==> config.mk <==
export PLATFORM = sky130hd
export DESIGN_NAME = shift_reg_multi
export DESIGN_NICKNAME = d
export VERILOG_FILES = /design/src/rtl/shift_pkg.sv /design/src/rtl/shift_step.sv /design/src/rtl/shift_reg_multi.sv
export SDC_FILE = /design/constraint.sdc
export NUM_CORES = 1
export LEC_CHECK = 0
export CORE_MARGIN = 1
export CORE_UTILIZATION = 50
export DETAILED_ROUTE_END_ITERATION = 16
export PLACE_DENSITY_LB_ADDON = 0.1
export REMOVE_ABC_BUFFERS = 1
export SYNTH_ARGS = -nofsm -noshare
export SYNTH_HDL_FRONTEND = slang
export SYNTH_SLANG_ARGS = --single-unit
==> constraint.sdc <==
create_clock -name clk -period 3.7 [get_ports clk]
set_input_delay 1.11 -clock clk [delete_from_list [all_inputs] [get_ports clk]]
set_output_delay 1.11 -clock clk [all_outputs]
set_load 0.02 [all_outputs]
==> src/rtl/shift_pkg.sv <==
// shift_pkg: opcodes and FSM state encodings for the multi-mode shift register
package shift_pkg;
  localparam logic [2:0] OP_LOAD = 3'b000;
  localparam logic [2:0] OP_SHL  = 3'b001;
  localparam logic [2:0] OP_SHR  = 3'b010;
  localparam logic [2:0] OP_SAR  = 3'b011;
  localparam logic [2:0] OP_ROL  = 3'b100;
  localparam logic [2:0] OP_ROR  = 3'b101;
  typedef enum logic {ST_IDLE = 1'b0, ST_SHIFT = 1'b1} state_t;
endpackage

==> src/rtl/shift_step.sv <==
// shift_step: one combinational 1-bit shift/rotate step and the bit it pushes out
module shift_step import shift_pkg::*; #(
  parameter int WIDTH = 8
) (
  input  logic [WIDTH-1:0] q,
  input  logic [2:0]       op,
  input  logic             left_in,
  input  logic             right_in,
  output logic [WIDTH-1:0] next_q,
  output logic             out_bit
);
  // left ops exit via the MSB, right ops via the LSB; unknown ops hold q
  always_comb begin
    next_q  = op == OP_SHL ? {q[WIDTH-2:0], right_in} :
              op == OP_SHR ? {left_in, q[WIDTH-1:1]} :
              op == OP_SAR ? {q[WIDTH-1], q[WIDTH-1:1]} :
              op == OP_ROL ? {q[WIDTH-2:0], q[WIDTH-1]} :
              op == OP_ROR ? {q[0], q[WIDTH-1:1]} : q;
    out_bit = (op == OP_SHL || op == OP_ROL) ? q[WIDTH-1] :
              (op == OP_SHR || op == OP_SAR || op == OP_ROR) ? q[0] : 1'b0;
  end
endmodule

==> src/rtl/shift_reg_multi.sv <==
// shift_reg_multi: load/shift/rotate register, one bit per clock, start/busy/done handshake
module shift_reg_multi import shift_pkg::*; #(
  parameter int WIDTH = 8,
  parameter int AMT_W = $clog2(WIDTH + 1)
) (
  input  logic             clk,
  input  logic             rst,
  input  logic             start,
  input  logic             abort,
  input  logic [2:0]       op,
  input  logic [AMT_W-1:0] amt,
  input  logic [WIDTH-1:0] d,
  input  logic             left_in,
  input  logic             right_in,
  output logic [WIDTH-1:0] q,
  output logic             carry_out,
  output logic             busy,
  output logic             done
);
  state_t           state, state_n;
  logic [AMT_W-1:0] count, count_n;
  logic [2:0]       op_r, op_n;
  logic [WIDTH-1:0] q_n, step_q;
  logic             c_n, step_bit, done_n;

  shift_step #(.WIDTH(WIDTH)) u_step (
    .q(q), .op(op_r), .left_in(left_in), .right_in(right_in),
    .next_q(step_q), .out_bit(step_bit)
  );

  assign busy = state == ST_SHIFT;

  // state and datapath registers; reset is asynchronous and active-low
  always_ff @(posedge clk or negedge rst) begin
    if (!rst) begin
      state     <= ST_IDLE;
      count     <= '0;
      op_r      <= OP_LOAD;
      q         <= '0;
      carry_out <= 1'b0;
      done      <= 1'b0;
    end else begin
      state     <= state_n;
      count     <= count_n;
      op_r      <= op_n;
      q         <= q_n;
      carry_out <= c_n;
      done      <= done_n;
    end
  end

  // next-state: immediate completion for LOAD/NOP/zero count, else count down one step per edge
  always_comb begin
    state_n = state;
    count_n = count;
    op_n    = op_r;
    q_n     = q;
    c_n     = carry_out;
    done_n  = 1'b0;
    if (state == ST_IDLE) begin
      if (start) begin
        if (op == OP_LOAD) begin
          q_n    = d;
          c_n    = 1'b0;
          done_n = 1'b1;
        end else if (op[2:1] == 2'b11 || amt == '0) begin
          done_n = 1'b1;
        end else begin
          op_n    = op;
          count_n = amt;
          state_n = ST_SHIFT;
        end
      end
    end else if (abort) begin
      count_n = '0;
      state_n = ST_IDLE;
    end else begin
      q_n     = step_q;
      c_n     = step_bit;
      count_n = count - 1'b1;
      if (count == 1) begin
        done_n  = 1'b1;
        state_n = ST_IDLE;
      end
    end
  end
endmodule

# Word-level counts from Yosys, hierarchy flattened
# Index checks and enable logic that the tools add are counted.
dict set report classes {
  n_addsub 1
  eq_ne 13
  mux 32
  bitwise 3
  reduce_logical 13
}
# cell count
set ops {}
lappend ops {{$mux W8} 9}
lappend ops {{$mux W4} 5}
lappend ops {{$mux W1} 18}
lappend ops {{$reduce_and A4 Y1} 2}
lappend ops {{$eq A3 B2 Y1 const B} 2}
lappend ops {{$eq A3 B3 Y1 const B} 2}
lappend ops {{$ne A2 B2 Y1 const B} 3}
lappend ops {{$ne A6 B1 Y1 const B} 1}
lappend ops {{$reduce_and A3 Y1} 2}
lappend ops {{$ne A5 B1 Y1 const B} 1}
lappend ops {{$reduce_and A5 Y1} 1}
lappend ops {{$eq A4 B1 Y1 const B} 1}
lappend ops {{$logic_not A4 Y1} 1}
lappend ops {{$logic_or A1 B1 Y1} 4}
lappend ops {{$ne A4 B2 Y1 const B} 1}
lappend ops {{$reduce_bool A2 Y1} 2}
lappend ops {{$sub A4 B1 Y4 const B} 1}
lappend ops {{$eq A3 B1 Y1 const B} 1}
lappend ops {{$logic_not A3 Y1} 1}
lappend ops {{$not A1 Y1} 3}
lappend ops {{$eq A2 B2 Y1 const B} 1}
dict set report totals {
  register_bits 18
  output_inout_bits 11
  word_cells 69
}

# Longest topological paths before layout
# Gate-level depths: netlist of the first run.
dict set report logic_depth {
  depth_word 8
  ltp_mapped 6
  depth_no_buf 5
}

# By module
# Synthesis of the first run repeated with hierarchy kept, for this count alone.
dict set report hier_totals {
  cells_unflattened 119
  area_unflattened_um2 1391.3
}
# mod n_inst cells_each area_each_um2
set by_module_without_submodules {}
lappend by_module_without_submodules {shift_reg_multi 1 75 942.2}
lappend by_module_without_submodules {shift_step 1 44 449.2}

# Worst setup path after synthesis of the first run
# No wires, ideal clock.
dict set report synth_path {
  path_kind {input to register}
  startpoint {in op[0]}
  endpoint {reg q[0]}
  arrival_ps 2433
  path_slack_ps 1146
  path_stages 6
  n_path_buf 2
  cell_sequence {or3_4 -> or3_1 -> buf_6 -> and2_1 -> buf_6 -> a22o_1}
}
dict set report synth_between {
  elab_chain_len 3
}
# element line_no
set synth_lines {}
lappend synth_lines {{start: declaration} shift_reg_multi.sv:10} ;# input logic [2:0] op,
lappend synth_lines {{$logic_not A3 Y1} shift_reg_multi.sv:62} ;# if (op == OP_LOAD) begin
lappend synth_lines {{$reduce_bool A2 Y1 (no line)} --}
lappend synth_lines {{$reduce_and A4 Y1 (no line)} --}
lappend synth_lines {{end signal: assignment} shift_reg_multi.sv:46} ;# q <= q_n;
lappend synth_lines {{end: declaration} shift_reg_multi.sv:15} ;# output logic [WIDTH-1:0] q,
# No other way between the ends.
# A chain may end at the register's enable or synchronous reset.

# Final worst setup path of the first run
dict set report layout_path {
  startpoint {in op[0]}
  endpoint {reg q[1]}
}
# Same word-level chain as after synthesis.

==> impl_summary.log, run 1 <==
INFO  metric status = finished, final reports clean
INFO  metric grt_setup_unrepaired = false
INFO  metric final_area = 1500 sq um
INFO  metric min_from = carry_out
INFO  metric max_stage_delay_on_crit_path = 0.47 ns
INFO  metric post-route-period-util = 77.6%
INFO  metric synth.yosys.warnings = 0
INFO  metric hold_end = carry_out
INFO  metric r2r-start = op_r[0]
INFO  metric rr_endpoint = q[1]
INFO  metric max-slew-margin-rel = 46.5%
INFO  metric netlist.top_cell.by_area = sky130_fd_sc_hd__dfrtp_1
INFO  metric synth_sequential_area_ratio = 39.3%
INFO  metric cp_slowest_cell = sky130_fd_sc_hd__or3_1
INFO  metric grt_start_max_net_pins = 19
INFO  metric post_route_cells_drive_above_1_share = 9.27%
INFO  metric routed_length_on_met1 = 1240 um
INFO  metric buffer_ports.inserted = 31
INFO  metric starting_density_of_the_core = 55.6%
INFO  metric final_setup_violation_count = 0
INFO  metric data_required_critical_path = 3.89 ns
INFO  metric netlist_area = 1150 sq um
INFO  metric cp_max_fo = 10
INFO  metric cp_delay_by_family_top = simple AND/OR/NAND/NOR gates
INFO  metric min_delay_path_depth = 2
INFO  metric dpl_cell_area = 1460 sq um
INFO  metric min_path_type = reg2reg
INFO  metric yosysMostFrequentCell = sky130_fd_sc_hd__dfrtp_1
INFO  metric regToRegSetupSlack = 1.63 ns
INFO  metric vias = 1,088
INFO  metric vias_per_cell = 6.11
INFO  metric gp_congestion = 0.795
INFO  metric ioPinCount = 32
INFO  metric max_cap_violations = 0
INFO  metric dpl.hpwl = 2040 um
INFO  metric hold_buffers = 0
INFO  metric worst-endpoint-arrival = 3.06 ns
INFO  metric route.final.wire_length = 2760 um
INFO  metric timing_worst_slew_pin_value = 0.801 ns
INFO  metric grt_pass1_wl = 4730 um
INFO  metric design.die.area = 2490 sq um
INFO  metric numCtsBuffers = 3
INFO  metric leakagePower = 0.625 nW
INFO  metric post_syn_area_per_cell = 9.47 sq um
INFO  metric post-synth-top-area-fraction = 39.3%
INFO  metric report.final.hold_viol_count = 0
INFO  metric htree_levels = 1
INFO  metric clock_tree_from_tritoncts = yes
INFO  metric cts.path.max_buffers = 2
INFO  metric routed-wl-met2 = 1320 um
INFO  metric cellPowerDensity = 717 nW/um^2
INFO  metric remaining_drc_errors = 0
INFO  metric chain_of_cells_forming_the_critical_path = clkdlybuf4s50_1 -> or3_4 -> or3_1 -> and2_1 -> o221ai_1
INFO  metric clkSinkCount = 18
INFO  metric dominantRegCellSynth = sky130_fd_sc_hd__dfrtp_1
INFO  metric path_clk_slew = 0.11 ns
INFO  metric setup.worst_path.class = in2reg
INFO  metric clock_insertion_delay_worst_skew = 0.29 ns
INFO  metric fin_tns_setup = 0 ns
INFO  metric startpoint_type = input port
INFO  metric post_drt_wl_per_cell = 15.5 um
INFO  metric detailedRoute.firstPassIterationCount = 4
INFO  metric crit_path_end_kind = register
INFO  metric cts_post_setup_buffers_inserted = 0
INFO  metric synth.top_cells.by_count = sky130_fd_sc_hd__dfrtp_1, sky130_fd_sc_hd__inv_1, sky130_fd_sc_hd__mux2i_1, sky130_fd_sc_hd__nand2_1, sky130_fd_sc_hd__nand3_1
INFO  metric critical_path_buf_inv_count = 1
INFO  metric die_h = 49.9 um
INFO  metric drtAntennaViolNets = 0
INFO  metric vdd_drop_max = 0.401 mV
INFO  metric nFillCells = 157
INFO  metric route.top_layer_used = met4
INFO  metric max_clock_freq = 348 MHz
INFO  metric clock-root-buffer = sky130_fd_sc_hd__clkbuf_4
INFO  metric crit_cells = 5
INFO  metric worst-r2r-cell-count = 5
INFO  metric netlist_instances = 121
INFO  metric layout-area-overhead-vs-synth = 30.6%
INFO  metric count_of_flip_flops_with_a_built_in_enable_after_synthesis = 0
INFO  metric yosys-top-cells-area = sky130_fd_sc_hd__dfrtp_1, sky130_fd_sc_hd__mux2i_1, sky130_fd_sc_hd__o221ai_1
INFO  metric n_antenna_cell = 0
INFO  metric timing_max_transition_violations_final = 0
INFO  metric grt_pass1_vias = 977
INFO  metric grt_antenna_before_repair = 0
INFO  metric track_usage = 25.4%
INFO  metric core_area = 2060 sq um
INFO  metric met3_wirelength = 171 um
INFO  metric num-nets-final = 175
INFO  metric final.setup_skew = 0.00598 ns
INFO  metric die-width = 49.9 um
INFO  metric synthDistinctLibCells = 40
INFO  metric std_cell_rows = 16
INFO  metric grt.overflow.total = 0
INFO  metric fin_crit = 2.87 ns
INFO  metric ctsResizeCount = 0
INFO  metric starting_drc_count_in_detailed_routing = 48
INFO  metric yosys_register_bits = 18
INFO  metric synth-async-reset-ratio = 100%
==> placed cells by master (no fill, tap or decap), drive strengths merged, types with 3 or more instances in the layout <==
master / synthesis / final
clkdlybuf4s50: 0 / 31
dfrtp: 18 / 18
o21ai: 5 / 5
nor2: 6 / 6
a21oi: 6 / 6
nand2: 9 / 9
a31oi: 3 / 3
mux2: 3 / 3
o211ai: 3 / 3
clkbuf: 4 / 4
nand3: 8 / 8
inv: 9 / 9
mux2i: 9 / 9
or3: 3 / 3
o221ai: 6 / 6
==> worst register-to-register path, cell delays in order (launching register included) <==
cell and delay [ns]:
sky130_fd_sc_hd__dfrtp_1 0.55, sky130_fd_sc_hd__or3_2 0.50, sky130_fd_sc_hd__o211ai_1 0.11, sky130_fd_sc_hd__buf_4 0.22, sky130_fd_sc_hd__and2_1 0.32, sky130_fd_sc_hd__o221ai_1 0.22
==> cell type report <==
class	instances	area (sq um)	share of cell area (%)
clock buffer	4	36.3	2.42
inverter	9	33.8	2.26
multi-input combinational	88	624	41.7
sequential	18	450	30.1
tap	27	33.8	2.26
timing repair buffer	32	318	21.2
==> registers in the layout (all words and copies together), names as in the netlist <==
name       cells
busy           1
carry_out      1
count          4
done           1
op_r           3
q              8
==> power by group <==
| part | total, mW | leakage [nW] | switching [mW] | internal (mW) |
|---|---|---|---|---|
| sequential | 0.394 | 0.221 | 0.116 | 0.279 |
| clock | 0.124 | 0.0210 | 0.0638 | 0.0600 |
| combinational | 0.555 | 0.383 | 0.279 | 0.277 |
==> kinds of logic after synthesis <==
logic type               after synthesis  synth area share [%]
AO/OA/AOI/OAI                         36                  23.4
AND/OR/NAND/NOR                       36                  16.6
XOR/XNOR                               2                  1.53
adder cells (fa/ha/maj)                2                  2.18
flip-flops                            18                  39.3
buffers and inverters                 15                  6.22
multiplexers                          12                  10.8
==> metrics by stage <==
step                utilization, %  power (mW)  setup slack (ns)  std cells  hold WS [ns]
floorplan                        -       0.728              1.17        115         0.472
global placement              70.8       0.927             0.642        174         0.498
detailed placement            70.8       0.950             0.583        174         0.509
CTS                           72.6        1.07             0.888        178         0.533
global route                  72.6        1.15             0.757        178         0.560
finish                        72.6        1.07             0.830        178         0.532
==> per-layer routing <==
metal	track usage, %	vias to the layer above
li1	-	521
met1	35.7	513
met2	39.6	50
met3	4.01	4
met4	9.05	0
met5	0	-
==> how the worst max path moves through the flow <==
stage                from  endpoint  slack, ns
global placement    op[1]      q[0]       0.64
global route        op[1]      q[1]       0.76
CTS                 op[0]      q[1]       0.89
detailed placement  op[0]      q[1]       0.58
finish              op[0]      q[1]       0.83
floorplan           op[0]      q[0]       1.17
No activity file was read; power rests on OpenSTA's default activity.
==> run 2, diff against run 1 <==
Settings changed: CORE_UTILIZATION 50 to 47.
Clock period 3.7 ns to 2.9 ns, I/O delays scaled along.
==> impl_summary.log, run 2 (synthesis gave the netlist of run 1 again) <==
INFO  metric clkSinkCount = 18 (unchanged)
INFO  metric regToRegSetupSlack = 1.10 ns (-0.53 ns)
INFO  metric clock-root-buffer = sky130_fd_sc_hd__clkbuf_4
INFO  metric ioPinCount = 32 (unchanged)
INFO  metric max_stage_delay_on_crit_path = 0.54 ns (+0.07 ns)
INFO  metric internal_power = 787 uW (+28%)
INFO  metric path_clk_slew = 0.10 ns (about the same)
INFO  metric die-width = 51.4 um (+3.0%)
INFO  metric final.setup_skew = 0.00349 ns (-0.00249 ns)
INFO  metric n_antenna_cell = 0 (unchanged)
INFO  metric cp_delay_by_family_top = simple AND/OR/NAND/NOR gates
INFO  metric most-common-layout-cells = sky130_fd_sc_hd__clkdlybuf4s50_1, sky130_fd_sc_hd__dfrtp_1, sky130_fd_sc_hd__inv_1, sky130_fd_sc_hd__nand2_1, sky130_fd_sc_hd__mux2i_1
INFO  metric vdd_drop_max = 0.630 mV (+57%)
INFO  metric report.final.hold_viol_count = 0 (unchanged)
INFO  metric grt_start_max_net_pins = 19 (unchanged)
INFO  metric pwr-share-seq = 36.7% (about the same)
INFO  metric cellPowerDensity = 907 nW/um^2 (+26%)
INFO  metric track_usage = 24.8% (-0.60 points)
INFO  metric cts_post_setup_buffers_inserted = 0 (unchanged)
INFO  metric cp_max_fo = 4 (-6)
INFO  metric vias = 1,119 (+2.8%)
INFO  metric clock_insertion_delay_worst_skew = 0.30 ns (about the same)
INFO  metric grt.overflow.total = 0 (unchanged)
INFO  metric min_path_type = reg2reg
INFO  metric max_cap_violations = 0 (unchanged)
INFO  metric starting_drc_count_in_detailed_routing = 30 (-38%)
INFO  metric fin_crit = 2.42 ns
INFO  metric design.die.area = 2640 sq um (+6.1%)
INFO  metric largest_register_ffs = 8 (unchanged)
INFO  metric data_required_critical_path = 3.09 ns (-0.80 ns)
INFO  metric leakagePower = 0.634 nW (+1.4%)
INFO  metric max-slew-margin-rel = 59.2% (+13 points)
INFO  metric timing_worst_slew_pin_value = 0.609 ns (-0.191 ns)
INFO  metric remaining_drc_errors = 0 (unchanged)
INFO  metric layout-area-overhead-vs-synth = 32.0%
INFO  metric grt_setup_unrepaired = false
INFO  metric vias_per_cell = 6.18 (+1.1%)
INFO  metric largestRegisters = q (8), count (4), op_r (3)
INFO  metric combinational_fraction_of_design_power = 51.9% (+0.2 points)
INFO  metric die_h = 51.4 um (+3.0%)
INFO  metric cts.path.max_buffers = 2 (unchanged)
INFO  metric layout_commonest_cell = sky130_fd_sc_hd__clkdlybuf4s50_1
INFO  metric core_area = 2250 sq um (+9.3%)
INFO  metric grt_pass1_vias = 1,124 (+15%)
INFO  metric dpl_worst_slack = 0.173 ns (-0.410 ns)
INFO  metric gp_congestion = 0.790 (-0.62%)
INFO  metric final_setup_violation_count = 0 (unchanged)
INFO  metric dpl.hpwl = 2110 um (+3.5%)
INFO  metric post-route-period-util = 83.4%
INFO  metric buffer_ports.inserted = 31 (unchanged)
INFO  metric post_route_cells_drive_above_1_share = 10.5% (+1.2 points)
INFO  metric post_drt_wl_per_cell = 15.6 um (+0.59%)
INFO  metric grt_pass1_wl = 4860 um (+2.9%)
INFO  metric critical_path_buf_inv_count = 1 (unchanged)
INFO  metric drtAntennaViolNets = 0 (unchanged)
INFO  metric power.clock.fraction = 11.4% (about the same)
INFO  metric largest-register = q
INFO  metric p_total = 1.37 mW (+28%)
INFO  metric detailedRoute.firstPassIterationCount = 4 (unchanged)
INFO  metric worst-endpoint-arrival = 2.61 ns (-0.45 ns)
INFO  metric cp_slowest_cell = sky130_fd_sc_hd__or4_1
INFO  metric timing_max_transition_violations_final = 0 (unchanged)
INFO  metric hold_buffers = 0 (unchanged)
INFO  metric numCtsBuffers = 3 (unchanged)
INFO  metric ctsResizeCount = 0 (unchanged)
INFO  metric max_clock_freq = 413 MHz
INFO  metric startpoint_type = input port
INFO  metric switchingPower = 585 uW (+28%)
INFO  metric p_sw_share = 42.6% (-0.047 points)
INFO  metric setup.worst_path.class = in2reg
INFO  metric fin_tns_setup = 0 ns (unchanged)
INFO  metric crit_path_end_kind = register
INFO  metric chain_of_cells_forming_the_critical_path = clkdlybuf4s50_1 -> or4_1 -> and3_2 -> and3_1 -> mux2_2
INFO  metric fin_hold_ws = 0.522 ns (-0.00940 ns)
INFO  metric status = finished, final reports clean
INFO  metric num-nets-final = 177 (+1.1%)
INFO  metric grt_antenna_before_repair = 0 (unchanged)
INFO  metric fin_ws = 0.481 ns (-0.349 ns)
INFO  metric route.final.wire_length = 2830 um (+2.3%)
INFO  metric clock_tree_from_tritoncts = yes
INFO  metric starting_density_of_the_core = 50.8% (-4.8 points)
INFO  metric htree_levels = 1 (unchanged)
INFO  metric std_cell_rows = 17 (+1)
[run 2: cell types whose count changed in the layout (fill, tap and decap cells not counted), sizes merged]
cell and delta:
buf +2
[run 2: stage by stage]
step	area (sq um)	util, %	cells
2_1_floorplan	1110	-	115
3_3_place_gp	1480	65.5	177
3_5_place_dp	1480	65.5	177
4_1_cts	1510	67.1	181
5_1_grt	1510	67.1	181
6_report	1510	67.1	181
[run 2: power groups by stage]
stage	logic (mW)	registers (mW)	clock network [mW]
after floorplan	0.377	0.552	0
after global placement	0.691	0.504	0
after detailed placement	0.709	0.509	0
after CTS	0.714	0.505	0.159
after global routing	0.784	0.527	0.172
final	0.712	0.504	0.157
[run 2: path summary, 6_finish.rpt]
path,from,endpoint,cells after the start
worst max-delay path,amt[2],op_r[1],5
worst min-delay path,count[1],count[1],2
worst max register to register,op_r[0],q[3],4
worst min register to register,count[1],count[1],2
max in group asynchronous,rst,op_r[1],2
min in group asynchronous,rst,q[0],2
[run 2: cell type report]
class | count | area, sq um
flip-flops and latches | 18 | 450
fillers | 216 | 742
well taps | 28 | 35.0
repair buffers | 34 | 333
inverters | 9 | 33.8
multi-input cells | 88 | 624
clock buffers | 4 | 36.3
[run 2: routing by layer]
layer	up-vias	track usage [%]	share of wire (%)
li1	521	-	-
met1	532	30.0	44
met2	58	42.0	48
met3	8	6.85	5.9
met4	0	8.56	2.1
met5	-	0	0
[run 2: worst register-to-register path, cell delays in order, from the launching register on]
cell                       delay [ns]
sky130_fd_sc_hd__dfrtp_1         0.55
sky130_fd_sc_hd__or3_2           0.49
sky130_fd_sc_hd__o211ai_1        0.12
sky130_fd_sc_hd__and2_1          0.32
sky130_fd_sc_hd__o221ai_1        0.19
==> run 3, diff against run 2 <==
Settings changed: CORE_UTILIZATION 47 to 42.
Clock period 2.9 ns to 2.04 ns, I/O delays scaled along.
==> impl_summary.log, run 3 (synthesis gave the netlist of run 1 again) <==
INFO  metric status = finished, final reports clean
INFO  metric crit_path_from = op[2]
INFO  metric clkSinkCount = 18 (unchanged)
INFO  metric fin_crit = 2.02 ns
INFO  metric report.final.hold_viol_count = 0 (unchanged)
INFO  metric track_usage = 23.3% (-1.6 points)
INFO  metric post-route-period-util = 99.2%
INFO  metric core_area = 2520 sq um (+12%)
INFO  metric switchingPower = 830 uW (+42%)
INFO  metric final_setup_violation_count = 0 (unchanged)
INFO  metric startpoint_type = input port
INFO  metric grt_start_max_net_pins = 19 (unchanged)
INFO  metric grt_pass1_vias = 1,058 (-5.9%)
INFO  metric route.final.wire_length = 2960 um (+4.6%)
INFO  metric detailedRoute.firstPassIterationCount = 4 (unchanged)
INFO  metric vdd_drop_max = 0.821 mV (+30%)
INFO  metric drtAntennaViolNets = 0 (unchanged)
INFO  metric clock_insertion_delay_worst_skew = 0.29 ns (about the same)
INFO  metric hold_buffers = 0 (unchanged)
INFO  metric vias = 1,116 (-0.27%)
INFO  metric grt_pass1_wl = 4840 um (-0.58%)
INFO  metric vias_per_cell = 5.61 (-9.3%)
INFO  metric buffer_ports.inserted = 31 (unchanged)
INFO  metric design.die.area = 2940 sq um (+11%)
INFO  metric cts_post_setup_buffers_inserted = 0 (unchanged)
INFO  metric n_antenna_cell = 0 (unchanged)
INFO  metric layout-area-overhead-vs-synth = 44.9%
INFO  metric final_area = 1660 sq um (+9.8%)
INFO  metric min_path_type = reg2reg
INFO  metric fin_tns_setup = 0 ns (unchanged)
INFO  metric remaining_drc_errors = 0 (unchanged)
INFO  metric routed_length_on_met1 = 1370 um (+9.8%)
INFO  metric min_delay_path_depth = 2 (unchanged)
INFO  metric grt.overflow.total = 0 (unchanged)
INFO  metric power.clock.fraction = 10.7% (-0.7 points)
INFO  metric num-nets-final = 193 (+9.0%)
INFO  metric worst-r2r-cell-count = 5 (+1)
INFO  metric max-slew-margin-rel = 77.1% (+18 points)
INFO  metric starting_density_of_the_core = 45.4% (-5.4 points)
INFO  metric leakagePower = 0.762 nW (+20%)
INFO  metric numPlacedInstances = 195 (+10%)
INFO  metric fin_hold_ws = 0.533 ns (+0.0104 ns)
INFO  metric post_drt_wl_per_cell = 14.8 um (-4.9%)
INFO  metric numCtsBuffers = 3 (unchanged)
INFO  metric timing_max_transition_violations_final = 0 (unchanged)
INFO  metric cp_delay_by_family_top = simple AND/OR/NAND/NOR gates
INFO  metric post_route_cells_drive_above_1_share = 20.7% (+10 points)
INFO  metric p_total = 2.01 mW (+47%)
INFO  metric route.top_layer_used = met4
INFO  metric cts.path.max_buffers = 2 (unchanged)
INFO  metric most-common-layout-cells = sky130_fd_sc_hd__clkdlybuf4s50_1, sky130_fd_sc_hd__buf_4, sky130_fd_sc_hd__dfrtp_1
INFO  metric combinational_fraction_of_design_power = 56.3% (+4.4 points)
INFO  metric path_clk_slew = 0.09 ns (about the same)
INFO  metric cpMostUsedCell = sky130_fd_sc_hd__or3_4
INFO  metric max_cap_violations = 0 (unchanged)
INFO  metric worst-endpoint-arrival = 2.21 ns (-0.40 ns)
INFO  metric largest-register = q
INFO  metric crit_path_end_kind = register
INFO  metric r2r-start = op_r[2]
INFO  metric largest_register_ffs = 8 (unchanged)
INFO  metric ioPinCount = 32 (unchanged)
INFO  metric htree_levels = 1 (unchanged)
INFO  metric routed-wl-met2 = 1470 um (+8.9%)
INFO  metric chain_of_cells_forming_the_critical_path = clkdlybuf4s50_1 -> or3_4 -> or3_4 -> and2_4 -> a22o_1
INFO  metric max_clock_freq = 494 MHz
INFO  metric rr_endpoint = q[0]
INFO  metric clock-root-buffer = sky130_fd_sc_hd__clkbuf_4
INFO  metric clock_tree_from_tritoncts = yes
INFO  metric cp_slowest_cell = sky130_fd_sc_hd__clkdlybuf4s50_1
INFO  metric setup.worst_path.class = in2reg
INFO  metric pwr-share-seq = 33.0% (-3.7 points)
INFO  metric largestRegisters = q (8), count (4), op_r (3)
INFO  metric final_cell_count_no_fill = 199 (+9.9%)
INFO  metric starting_drc_count_in_detailed_routing = 27 (-10%)
INFO  metric cp_max_fo = 7 (+3)
INFO  metric die-width = 54.2 um (+5.6%)
INFO  metric regToRegSetupSlack = 0.29 ns (-0.81 ns)
INFO  metric final.setup_skew = 0.00441 ns (+0.000928 ns)
INFO  metric critical_path_buf_inv_count = 1 (unchanged)
INFO  metric gp_congestion = 0.781 (-1.2%)
INFO  metric internal_power = 1.18 mW (+50%)
INFO  metric dpl_cell_area = 1600 sq um (+8.3%)
INFO  metric p_sw_share = 41.3% (-1.3 points)
INFO  metric cellPowerDensity = 1210 nW/um^2 (+34%)
INFO  metric std_cell_rows = 18 (+1)
INFO  metric dpl.hpwl = 2260 um (+6.8%)
INFO  metric hold_end = carry_out
INFO  metric data_required_critical_path = 2.23 ns (-0.86 ns)
INFO  metric met3_wirelength = 100 um (-40%)
INFO  metric max_stage_delay_on_crit_path = 0.42 ns (-0.12 ns)
INFO  metric grt_antenna_before_repair = 0 (unchanged)
INFO  metric min_from = carry_out
INFO  metric layout_commonest_cell = sky130_fd_sc_hd__clkdlybuf4s50_1
INFO  metric grt_setup_unrepaired = false
INFO  metric die_h = 54.2 um (+5.6%)
INFO  metric timing_worst_slew_pin_value = 0.343 ns (-0.267 ns)
## run 3: changes by cell type in the layout (fill, tap and decap cells not counted), moves of 2 or more
cell	previous run	this run
sky130_fd_sc_hd__and3_4	0	2
sky130_fd_sc_hd__dlymetal6s2s_1	0	4
sky130_fd_sc_hd__clkdlybuf4s50_1	31	26
sky130_fd_sc_hd__buf_4	3	19
## run 3: through the flow
| stage | util, % | setup WS, ns |
|---|---|---|
| floorplan | - | 0.00787 |
| global placement | 63.4 | -0.395 |
| detailed placement | 63.4 | -0.425 |
| CTS | 65.3 | -0.00255 |
| global route | 65.8 | 0.00554 |
| finish | 65.8 | 0.0158 |
## run 3: final cells by class
cell class              instances  area, sq um
clock buffers                   4         36.3
fillers                       223          862
inverters                       9         33.8
multi-input cells              88          641
flip-flops and latches         18          450
well taps                      30         37.5
repair buffers                 50          462
## run 3: worst reg2reg max path, stage by stage, from the launching register on
cell,delay [ns]
sky130_fd_sc_hd__dfrtp_1,0.47
sky130_fd_sc_hd__or3_2,0.54
sky130_fd_sc_hd__o211ai_1,0.13
sky130_fd_sc_hd__buf_4,0.23
sky130_fd_sc_hd__a21oi_1,0.08
sky130_fd_sc_hd__a22o_1,0.19
## run 3: layer usage
metal,up-vias,global-route usage [%]
met3,2,5.28
met2,23,38.6
met4,0,5.56
met1,540,30.5
met5,-,0
li1,551,-
## run 3: repair_timing
action,in CTS,in global routing
endpoints found under the setup margin,10,11
resized for setup,6,5
pin swaps,1,2
## run 3: power groups by stage
stage	combinational, mW	clock (mW)	sequential (mW)
floorplan	0.536	0	0.784
global placement	1.10	0	0.665
detailed placement	1.13	0	0.672
CTS	1.15	0.225	0.663
global route	1.24	0.243	0.686
finish	1.13	0.215	0.664
## run 3: how the worst max path moves through the flow
stage | endpoint | slack [ns] | cells after the start
floorplan | q[0] | 0.008 | 4
finish | q[0] | 0.02 | 5
detailed placement | q[0] | -0.43 | 5
CTS | op_r[2] | -0.003 | 6
global route | q[5] | 0.006 | 6
global placement | q[0] | -0.39 | 5
